**config.mk**
```make
export PLATFORM = sky130hd
export DESIGN_NAME = booth4_mul_ext_flat
export DESIGN_NICKNAME = d
export VERILOG_FILES = /design/src/rtl/booth4_mul_ext_if.sv /design/src/rtl/booth4_mul_ext.sv /design/src/flat_wrapper.sv
export SDC_FILE = /design/constraint.sdc
export NUM_CORES = 1
export LEC_CHECK = 0
export ABC_AREA = 1
export ABC_CLOCK_PERIOD_IN_PS = 3500
export CAP_MARGIN = 20
export CORE_MARGIN = 2
export CORE_UTILIZATION = 58
export DETAILED_ROUTE_END_ITERATION = 8
export PLACE_DENSITY_LB_ADDON = 0.12
export SETUP_SLACK_MARGIN = 0.02
export SYNTH_ARGS = -nofsm -noshare
export SYNTH_HDL_FRONTEND = slang
export SYNTH_SLANG_ARGS = --single-unit
```
**constraint.sdc**
```tcl
create_clock -name clk -period 3.5 [get_ports clk]
set_input_delay 1.05 -clock clk [delete_from_list [all_inputs] [get_ports clk]]
set_output_delay 1.05 -clock clk [all_outputs]
set_load 0.05 [all_outputs]
```
**src/rtl/booth4_mul_ext_if.sv**
```systemverilog
// Operand/result bundle for the radix-4 Booth multiplier.
//   flush     : synchronous kill of any pending or in-flight operation
//   in_valid  : op/rs1/rs2 are valid        in_ready  : unit can accept
//   op        : 00 MUL, 01 MULH, 10 MULHSU, 11 MULHU
//   rs1, rs2  : multiplicand, multiplier (N bits)
//   out_valid : result is valid             out_ready : consumer takes result
//   result    : selected half of the product
//   busy      : unit is calculating or holding a result
// master = issuing side (execute stage), slave = multiplier.
interface booth4_mul_ext_if #(
  parameter int unsigned N = 32
);
  logic         flush;
  logic         in_valid;
  logic         in_ready;
  logic [1:0]   op;
  logic [N-1:0] rs1;
  logic [N-1:0] rs2;
  logic         out_valid;
  logic         out_ready;
  logic [N-1:0] result;
  logic         busy;

  modport master (
    output flush, in_valid, op, rs1, rs2, out_ready,
    input  in_ready, out_valid, result, busy
  );

  modport slave (
    input  flush, in_valid, op, rs1, rs2, out_ready,
    output in_ready, out_valid, result, busy
  );
endinterface

```
**src/rtl/booth4_mul_ext.sv**
```systemverilog
// Sequential radix-4 Booth multiplier covering all four RV32M multiply ops.
// Operands are extended to N+2 bits (sign or zero per op) so the full signed
// and unsigned ranges are legal; N/2+1 Booth steps run one per cycle.
// Ports:
//   clk : clock, rising edge
//   rst : asynchronous active-low reset
//   bus : booth4_mul_ext_if slave (handshakes, operands, result, flush, busy)
module booth4_mul_ext #(
  parameter int unsigned N = 32
) (
  input logic             clk,
  input logic             rst,
  booth4_mul_ext_if.slave bus
);

  localparam int unsigned CW = $clog2(N/2+2);

  typedef enum logic [1:0] {StIdle, StCalc, StDone} state_e;

  state_e         state_q, state_d;
  logic [N+1:0]   m_q, m_d;
  logic [N+3:0]   acc_q, acc_d;
  logic [N+2:0]   q_q, q_d;
  logic [CW-1:0]  cnt_q, cnt_d;
  logic [1:0]     op_q, op_d;
  logic [N-1:0]   result_q, result_d;
  logic           in_ready_q, in_ready_d;
  logic           out_valid_q, out_valid_d;
  logic           busy_q, busy_d;

  logic           rs1_signed, rs2_signed;
  logic [N+1:0]   rs1_ext, rs2_ext;
  logic [N+3:0]   m_wide, pp, acc_sum, acc_nxt;
  logic [N+2:0]   q_nxt;
  logic [2*N-1:0] prod_lo;

  always_comb begin
    // rs1 is unsigned only for MULHU; rs2 is signed only for MUL and MULH.
    rs1_signed = (bus.op != 2'b11);
    rs2_signed = (bus.op[1] == 1'b0);
    rs1_ext    = {{2{rs1_signed & bus.rs1[N-1]}}, bus.rs1};
    rs2_ext    = {{2{rs2_signed & bus.rs2[N-1]}}, bus.rs2};

    // Booth recoding of the current triplet into {0, +-M, +-2M}.
    m_wide = {{2{m_q[N+1]}}, m_q};
    case (q_q[2:0])
      3'b001, 3'b010: pp = m_wide;
      3'b011:         pp = m_wide << 1;
      3'b100:         pp = -(m_wide << 1);
      3'b101, 3'b110: pp = -m_wide;
      default:        pp = '0;
    endcase

    acc_sum = acc_q + pp;
    // Arithmetic shift of the {acc, Q} pair right by two.
    acc_nxt = {{2{acc_sum[N+3]}}, acc_sum[N+3:2]};
    q_nxt   = {acc_sum[1:0], q_q[N+2:2]};
    // Low 2N bits of {acc, Q[N+2:1]}; valid once the last step has run.
    prod_lo = {acc_nxt[N-3:0], q_nxt[N+2:1]};

    state_d     = state_q;
    m_d         = m_q;
    acc_d       = acc_q;
    q_d         = q_q;
    cnt_d       = cnt_q;
    op_d        = op_q;
    result_d    = result_q;
    in_ready_d  = in_ready_q;
    out_valid_d = out_valid_q;
    busy_d      = busy_q;

    case (state_q)
      StIdle: begin
        if (bus.in_valid && in_ready_q) begin
          m_d        = rs1_ext;
          acc_d      = '0;
          q_d        = {rs2_ext, 1'b0};
          cnt_d      = CW'(N/2+1);
          op_d       = bus.op;
          state_d    = StCalc;
          in_ready_d = 1'b0;
          busy_d     = 1'b1;
        end
      end
      StCalc: begin
        acc_d = acc_nxt;
        q_d   = q_nxt;
        cnt_d = cnt_q - CW'(1);
        if (cnt_q == CW'(1)) begin
          state_d     = StDone;
          out_valid_d = 1'b1;
          result_d    = (op_q == 2'b00) ? prod_lo[N-1:0] : prod_lo[2*N-1:N];
        end
      end
      StDone: begin
        if (bus.out_ready) begin
          state_d     = StIdle;
          out_valid_d = 1'b0;
          busy_d      = 1'b0;
          in_ready_d  = 1'b1;
        end
      end
      default: begin
        state_d     = StIdle;
        out_valid_d = 1'b0;
        busy_d      = 1'b0;
        in_ready_d  = 1'b1;
      end
    endcase

    // Flush overrides both an accept in IDLE and a handoff in DONE.
    if (bus.flush) begin
      state_d     = StIdle;
      out_valid_d = 1'b0;
      busy_d      = 1'b0;
      in_ready_d  = 1'b1;
    end
  end

  always_ff @(posedge clk or negedge rst) begin
    if (!rst) begin
      state_q     <= StIdle;
      m_q         <= '0;
      acc_q       <= '0;
      q_q         <= '0;
      cnt_q       <= '0;
      op_q        <= '0;
      result_q    <= '0;
      in_ready_q  <= 1'b1;
      out_valid_q <= 1'b0;
      busy_q      <= 1'b0;
    end else begin
      state_q     <= state_d;
      m_q         <= m_d;
      acc_q       <= acc_d;
      q_q         <= q_d;
      cnt_q       <= cnt_d;
      op_q        <= op_d;
      result_q    <= result_d;
      in_ready_q  <= in_ready_d;
      out_valid_q <= out_valid_d;
      busy_q      <= busy_d;
    end
  end

  assign bus.in_ready  = in_ready_q;
  assign bus.out_valid = out_valid_q;
  assign bus.result    = result_q;
  assign bus.busy      = busy_q;

endmodule

```
**src/flat_wrapper.sv**
```systemverilog
// flat-port wrapper written by rule: the top's interface ports become plain ports
module booth4_mul_ext_flat 
#(
  parameter int unsigned N = 32
)
  (clk, rst, bus_flush, bus_in_valid, bus_op, bus_rs1, bus_rs2, bus_out_ready, bus_in_ready, bus_out_valid, bus_result, bus_busy);
  booth4_mul_ext_if #(.N(N)) bus_i ();
  input logic clk;
  input logic rst;
  input wire logic [$bits(bus_i.flush)-1:0] bus_flush;
  input wire logic [$bits(bus_i.in_valid)-1:0] bus_in_valid;
  input wire logic [$bits(bus_i.op)-1:0] bus_op;
  input wire logic [$bits(bus_i.rs1)-1:0] bus_rs1;
  input wire logic [$bits(bus_i.rs2)-1:0] bus_rs2;
  input wire logic [$bits(bus_i.out_ready)-1:0] bus_out_ready;
  output wire logic [$bits(bus_i.in_ready)-1:0] bus_in_ready;
  output wire logic [$bits(bus_i.out_valid)-1:0] bus_out_valid;
  output wire logic [$bits(bus_i.result)-1:0] bus_result;
  output wire logic [$bits(bus_i.busy)-1:0] bus_busy;
  assign bus_i.flush = bus_flush;
  assign bus_i.in_valid = bus_in_valid;
  assign bus_i.op = bus_op;
  assign bus_i.rs1 = bus_rs1;
  assign bus_i.rs2 = bus_rs2;
  assign bus_i.out_ready = bus_out_ready;
  assign bus_in_ready = bus_i.in_ready;
  assign bus_out_valid = bus_i.out_valid;
  assign bus_result = bus_i.result;
  assign bus_busy = bus_i.busy;
  booth4_mul_ext #(.N(N)) u_core (.clk(clk), .rst(rst), .bus(bus_i));
endmodule
```
==> impl_metrics.py, run 1 <==
metrics = {
    "status": {
        "run_status": "finished, final reports clean",
    },
    "sta": {
        "slew-limit-headroom": 0.419,
        "report.final.slew_viol_count": 0,
        "finalWorstPathRequiredPeriod_ns": 3.43,
        "setup_slack_ns": 0.0673,
        "hold_viol_final": 0,
        "rsz0062_at_grt": "yes",
        "finalSetupViolCount": 0,
        "tightest_slew_ns": 0.870,
        "whs_ns": 0.478,
        "clock_skew_ns": 0.0122,
        "max_freq_mhz": 291,
        "final_cycle_utilization_of_the_critical_path": 0.981,
    },
    "synth": {
        "async_reset_ff_frac": 1.00,
        "ys_dominant_reg_cell": "sky130_fd_sc_hd__dfrtp_1",
        "yosys.area_share.adder": 0.0493,
        "syn_avg_cell_area_um2": 6.94,
        "post_syn_instances": 1447,
        "postSynthNetCount": 1557,
        "post_synthesis_compound_gate_area_fraction": 0.167,
        "synth_simple_gate_area_share": 0.311,
        "synth_top_family_by_area": "simple AND/OR/NAND/NOR gates",
        "share_of_synthesized_area_occupied_by_flip_flops_and_latches": 0.364,
        "postSynthRegisterBits": 146,
        "synth_mux_area_frac": 0.000997,
        "synth_cell_type_count": 52,
        "synth-warning-count": 0,
        "synth_area_um2": 10000,
        "synth_edf_count": 0,
        "synth_xor_xnor_area_share": 0.0296,
    },
    "worst_setup_path": {
        "crit_end": "u_core.bus.result[21]",
        "crit_path_start_kind": "flip-flop",
        "crit_arrival_ns": 3.76,
        "crit-reg2reg-launch": "u_core.m_q[5]",
        "path_common_cell": "sky130_fd_sc_hd__nand2_1",
        "rrSetupSlack_ns": 0.07,
        "worst-r2r-cell-count": 20,
        "cp-end-kind": "flip-flop",
        "critical_path.cell_chain": "nor2_4, nand3_4, nor2_2, nand3_2, xor2_1, nor2_1, nor2_1, o21ai_0, ha_1, nand2_1, nor2_1, inv_1, nor3_1, nand2_1, nand2_2, nand3_1, nand3_1, nand3_1, nand2_1, nand2_1",
        "regToRegEndpoint": "u_core.bus.result[21]",
        "crit_path_start": "u_core.m_q[5]",
        "critPathKind": "reg2reg",
        "crit_slowest_cell": "sky130_fd_sc_hd__dfrtp_2",
        "cp.required_ns": 3.82,
        "critPathMaxFanout": 4,
        "critical-path-max-stage-delay_ns": 0.45,
    },
    "die": {
        "floorplan.die.height_um": 136,
        "floorplan.io_pins": 106,
        "std_cell_rows": 48,
        "floorplan.initialDensity": 0.587,
        "coreArea_um2": 17100,
        "die_w_um": 136,
        "die-area_um2": 18400,
    },
    "clock_network": {
        "h-tree-depth": 4,
        "clock-root-buffer": "sky130_fd_sc_hd__clkbuf_16",
        "cts_made_buffers": 17,
        "clock_sinks": 146,
        "tritoncts": "done",
        "worst_skew_pair.late_latency_ns": 0.44,
        "cts_hold_buffers": 0,
        "cts_buffer_depth": 2,
        "worst_setup_hold_path_clk_slew_ns": 0.07,
    },
    "global_route": {
        "grt_start_max_net_pins": 65,
        "grt.overflow.total": 0,
        "grt_util_met1": 0.485,
        "first_global_vias": 9806,
        "gr-usage-met2": 0.559,
        "globalRouteTotalUtil": 0.354,
        "grt-busiest-layer": "met2",
        "grt_use_met3": 0.0643,
        "first_pass_grt_wire_length_um": 50400,
        "grt_antenna_before_repair": 0,
    },
    "route": {
        "routed_via_density": 5.87,
        "wirelength_um": 32800,
        "ant_nets": 0,
        "drt_pre_antenna_iters": 6,
        "drcViolationCount": 0,
        "avgRoutedWirePerCell_um": 17.9,
        "drt_iter0_drc": 1114,
        "num_vias": 10739,
    },
    "cells_and_area": {
        "fillCellCount": 1362,
        "multi_input_area_um2": 6110,
        "stdcell_count": 1829,
        "share_of_final_layout_standard_cells_stronger_than_drive_strength_1": 0.160,
        "num-nets-final": 1701,
        "synthToLayoutAreaGrowth_pct": 27.5,
        "antenna_cells_inserted": 0,
        "seqCellArea_um2": 3660,
    },
    "placement": {
        "place_congestion": 0.993,
        "io_buffers": 105,
        "pre_cts_ws_ns": -0.0762,
        "placedCellCount": 1772,
        "dp_hpwl_um": 23700,
    },
    "worst_hold_path": {
        "worst_hold_path_type": "reg2reg",
    },
    "flow_run": {
        "maxCapViolCount": 0,
    },
}
## cells in the final DEF (no fill, tap or decap), types with 16 or more instances in the layout
master                            instances
sky130_fd_sc_hd__nand2_1                453
sky130_fd_sc_hd__dfrtp_1                139
sky130_fd_sc_hd__inv_1                  131
sky130_fd_sc_hd__clkdlybuf4s50_1        104
sky130_fd_sc_hd__o21ai_0                 83
sky130_fd_sc_hd__nor2_1                  77
sky130_fd_sc_hd__nand3_1                 71
sky130_fd_sc_hd__a21oi_1                 70
sky130_fd_sc_hd__buf_4                   65
sky130_fd_sc_hd__nor2_2                  30
sky130_fd_sc_hd__o21ai_1                 29
sky130_fd_sc_hd__ha_1                    27
sky130_fd_sc_hd__inv_2                   24
sky130_fd_sc_hd__xor2_1                  23
sky130_fd_sc_hd__nand2_2                 22
sky130_fd_sc_hd__a22oi_1                 21
sky130_fd_sc_hd__o22ai_1                 19
sky130_fd_sc_hd__clkbuf_16               17
sky130_fd_sc_hd__nor2_4                  16
## cell usage after synthesis, drive strengths merged (14+ instances only)
cell type	n	share of area
clkbuf	35	0.013
nor3	14	0.0075
dfrtp	145	0.36
inv	156	0.058
o21ai	115	0.058
a21oi	82	0.041
nand4	16	0.011
nand2	478	0.18
o22ai	19	0.012
nor2	124	0.054
xor2	24	0.021
nand3	82	0.042
ha	38	0.047
a22oi	21	0.016
## final cells by class
cell class              instances  share of cell area
well taps                     225              0.0220
inverters                     157              0.0462
flip-flops and latches        146               0.286
repair buffers                172               0.123
clock inverters                13              0.0108
clock buffers                  19              0.0346
multi-input cells            1097               0.477
## sequential cells by signal, summed over array words and instances, names as in the netlist, 2 cells and up
signal / flops
u_core.q_q: 35
u_core.bus.result: 32
u_core.cnt_q: 5
u_core.acc_q: 34
u_core.op_q: 2
u_core.m_q: 33
u_core.state_q: 2
## worst max-delay path, delay by kind of cell (launching register included)
kind / cells / cell delay (ns)
compound gates: 1 / 0.20
xor+xnor: 1 / 0.23
fa+ha+maj: 1 / 0.41
buf+inv: 1 / 0.09
flops: 1 / 0.45
simple gates: 16 / 1.96
## timing repair
action,in CTS,in global routing
pin swaps,2,39
setup endpoints to repair,4,43
buffers inserted,5,20
resized for setup,5,127
## how the worst min path moves through the flow
| stage | endpoint | from | cells after the start |
|---|---|---|---|
| after global routing | u_core.bus.result[17] | u_core.bus.result[17] | 2 |
| after detailed placement | u_core.bus.result[29] | u_core.bus.result[29] | 2 |
| final | u_core.bus.result[20] | u_core.bus.result[20] | 2 |
| after global placement | u_core.bus.out_valid | u_core.bus.out_valid | 2 |
| after CTS | u_core.bus.result[22] | u_core.bus.result[22] | 2 |
| after floorplan | u_core.cnt_q[4] | u_core.cnt_q[4] | 1 |
## routing by layer
| metal | vias to the layer above | part of all wire |
|---|---|---|
| met2 | 520 | 0.46 |
| li1 | 5061 | - |
| met5 | - | 0 |
| met3 | 97 | 0.077 |
| met4 | 0 | 0.034 |
| met1 | 5061 | 0.42 |
## logic make-up (layout without fill, tap and decap cells)
| logic type | count (synthesis) | after routing |
|---|---|---|
| simple gates | 734 | 734 |
| mux | 1 | 1 |
| fa+ha+maj | 39 | 39 |
| compound gates | 289 | 289 |
| xor+xnor | 34 | 34 |
| buf+inv | 204 | 361 |
| flops | 146 | 146 |
## per-stage QoR
stage / util / cell area (um^2) / TNS, ns
final: 0.748 / 12800 / 0
after global routing: 0.748 / 12800 / -0.497
after CTS: 0.712 / 12200 / 0
after detailed placement: 0.674 / 11500 / -0.0847
after global placement: 0.674 / 11500 / -0.0429
after floorplan: - / 10000 / 0
Power of run 1 is not shown: default switching activity piles up to over one toggle a cycle in this logic, so the estimate is an artifact.
==> run 2: changes to the inputs <==
--- a/config.mk
+++ b/config.mk
@@ -6,10 +6,10 @@
 export NUM_CORES = 1
 export LEC_CHECK = 0
 export ABC_AREA = 1
-export ABC_CLOCK_PERIOD_IN_PS = 3500
+export ABC_CLOCK_PERIOD_IN_PS = 3000
 export CAP_MARGIN = 20
 export CORE_MARGIN = 2
-export CORE_UTILIZATION = 58
+export CORE_UTILIZATION = 52
 export DETAILED_ROUTE_END_ITERATION = 8
 export PLACE_DENSITY_LB_ADDON = 0.12
 export SETUP_SLACK_MARGIN = 0.02
==> constraint.sdc (replaced) <==
create_clock -name clk -period 3 [get_ports clk]
set_input_delay 0.9 -clock clk [delete_from_list [all_inputs] [get_ports clk]]
set_output_delay 0.9 -clock clk [all_outputs]
set_load 0.05 [all_outputs]
==> run 2 against run 1 <==
Net effect:
- the run now ends with negative setup slack left
- hold slack got worse by 0.077 ns
- critical path depth grew 1
- worst setup slack got worse by 0.37 ns
- count of clock-buffer cells in the layout down 1
- global-route usage is 1.6 points higher
==> impl_metrics.py, run 2 (synthesized netlist as in run 1, its figures left out) <==
metrics = {
    "status": {
        "run_status": "complete, but fails checks",
        "violations": "negative setup slack",
    },
    "worst_setup_path": {
        "crit_path_start_kind": "flip-flop",
        "critPathKind": "reg2reg",
        "critPathMaxFanout": 4,
        "worst-r2r-cell-count": 21,
        "cp-end-kind": "flip-flop",
        "cp.required_ns": 3.32,
        "crit_arrival_ns": 3.62,
    },
    "die": {
        "die-area_um2": 20400,
        "std_cell_rows": 50,
        "floorplan.die.height_um": 143,
        "floorplan.io_pins": 106,
        "coreArea_um2": 18800,
        "floorplan.initialDensity": 0.533,
        "die_w_um": 143,
    },
    "worst_hold_path": {
        "worst_hold_path_type": "in2async",
    },
    "cells_and_area": {
        "largest_register_ff_count": 35,
        "finalInstanceArea_um2": 15800,
        "max_flop_register": "u_core.q_q",
        "layout.cells.most_common": "sky130_fd_sc_hd__nand2_1",
        "num-nets-final": 1914,
        "antenna_cells_inserted": 0,
        "most-common-layout-cells": "sky130_fd_sc_hd__nand2_1 (394), sky130_fd_sc_hd__buf_4 (258), sky130_fd_sc_hd__dfrtp_1 (143)",
        "share_of_final_layout_standard_cells_stronger_than_drive_strength_1": 0.364,
        "synthToLayoutAreaGrowth_pct": 56.8,
        "biggest_registers_after_layout": "u_core.q_q (35), u_core.acc_q (34), u_core.m_q (33)",
    },
    "sta": {
        "max_freq_mhz": 303,
        "rsz0062_at_grt": "yes",
        "finalSetupViolCount": 42,
        "slew-limit-headroom": 0.424,
        "hold_viol_final": 0,
        "tightest_slew_ns": 0.862,
        "finalWorstPathRequiredPeriod_ns": 3.30,
        "clock_skew_ns": 0.0132,
        "setup_slack_ns": -0.300,
        "final_cycle_utilization_of_the_critical_path": 1.10,
        "report.final.slew_viol_count": 0,
    },
    "route": {
        "wirelength_um": 39300,
        "drt_iter0_drc": 1175,
        "drt_pre_antenna_iters": 6,
        "routed.top_layer": "met4",
        "drcViolationCount": 0,
        "met3_length_um": 3100,
        "ant_nets": 0,
        "avgRoutedWirePerCell_um": 18.9,
        "routed_via_density": 5.76,
        "wirelength_met1_um": 15400,
        "num_vias": 11968,
        "met2WireLength_um": 18800,
    },
    "placement": {
        "io_buffers": 105,
        "dpl-instance-area_um2": 12900,
        "dp_hpwl_um": 26000,
        "place_congestion": 0.936,
    },
    "clock_network": {
        "clock-root-buffer": "sky130_fd_sc_hd__clkbuf_16",
        "cts_made_buffers": 17,
        "worst_setup_hold_path_clk_slew_ns": 0.07,
        "cts_buffer_depth": 2,
        "h-tree-depth": 4,
        "tritoncts": "done",
        "cts_hold_buffers": 0,
        "worst_skew_pair.late_latency_ns": 0.44,
        "clock_sinks": 146,
    },
    "global_route": {
        "grt.overflow.total": 0,
        "first_global_vias": 11619,
        "grt_antenna_before_repair": 0,
        "first_pass_grt_wire_length_um": 59000,
        "globalRouteTotalUtil": 0.369,
        "grt_start_max_net_pins": 62,
    },
    "flow_run": {
        "maxCapViolCount": 0,
    },
}
[run 2: worst max-delay path: stages, from the launching register on]
cell,delay (ns)
sky130_fd_sc_hd__dfrtp_1,0.40
sky130_fd_sc_hd__buf_6,0.14
sky130_fd_sc_hd__nor2_4,0.10
sky130_fd_sc_hd__nand2_2,0.09
sky130_fd_sc_hd__nor2_4,0.13
sky130_fd_sc_hd__buf_4,0.13
sky130_fd_sc_hd__buf_6,0.08
sky130_fd_sc_hd__nand3_2,0.08
sky130_fd_sc_hd__xor2_2,0.16
sky130_fd_sc_hd__buf_4,0.13
sky130_fd_sc_hd__o21ai_2,0.18
sky130_fd_sc_hd__ha_4,0.26
sky130_fd_sc_hd__a21oi_2,0.21
sky130_fd_sc_hd__o21ai_1,0.15
sky130_fd_sc_hd__buf_4,0.17
sky130_fd_sc_hd__a21o_1,0.20
sky130_fd_sc_hd__a21oi_2,0.19
sky130_fd_sc_hd__nand2_1,0.07
sky130_fd_sc_hd__nand2_1,0.08
sky130_fd_sc_hd__nand3_1,0.11
sky130_fd_sc_hd__nand2_1,0.09
sky130_fd_sc_hd__nand2_1,0.05
[run 2: final timing paths]
path | from | to | slack [ns]
setup / recovery | u_core.m_q[11] | u_core.bus.result[28] | -0.30
hold / removal | rst | u_core.m_q[26] | 0.40
setup reg to reg | u_core.m_q[11] | u_core.bus.result[28] | -0.30
hold reg to reg | u_core.bus.result[9] | u_core.bus.result[9] | 0.48
max in group asynchronous | rst | u_core.bus.result[27] | 1.84
min in group clk | u_core.bus.result[9] | u_core.bus.result[9] | 0.48
[run 2: stage by stage]
stage                util  instances  hold slack (ns)  setup TNS, ns  setup WS (ns)
floorplan               -       1447            0.443              0          0.104
global placement    0.686       1984            0.463         -10.51         -0.400
detailed placement  0.686       1984            0.465         -10.99         -0.406
CTS                 0.782       2054            0.415          -3.29         -0.156
global route        0.836       2077            0.437         -14.11         -0.441
finish              0.836       2077            0.402          -6.75         -0.300
[run 2: timing repair]
action                                  in CTS  in global routing
setup buffers                               38                 25
endpoints found under the setup margin      50                 58
resized for setup                          216                207
pin swaps                                   86                 75
[run 2: final cells by class]
cell class	instances	area (um^2)
Sequential cell	146	3660
Timing Repair Buffer	385	3260
Fill cell	1122	3080
Clock inverter	14	130
Multi-Input combinational cell	1097	7350
Inverter	157	594
Clock buffer	18	429
Tap cell	260	325
[run 2: layer usage]
| layer | track usage | up-vias |
|---|---|---|
| met1 | 0.469 | 5687 |
| met5 | 0 | - |
| met4 | 0.159 | 0 |
| li1 | - | 5464 |
| met2 | 0.613 | 644 |
| met3 | 0.0728 | 173 |
Power of run 2 is left out for the same reason.
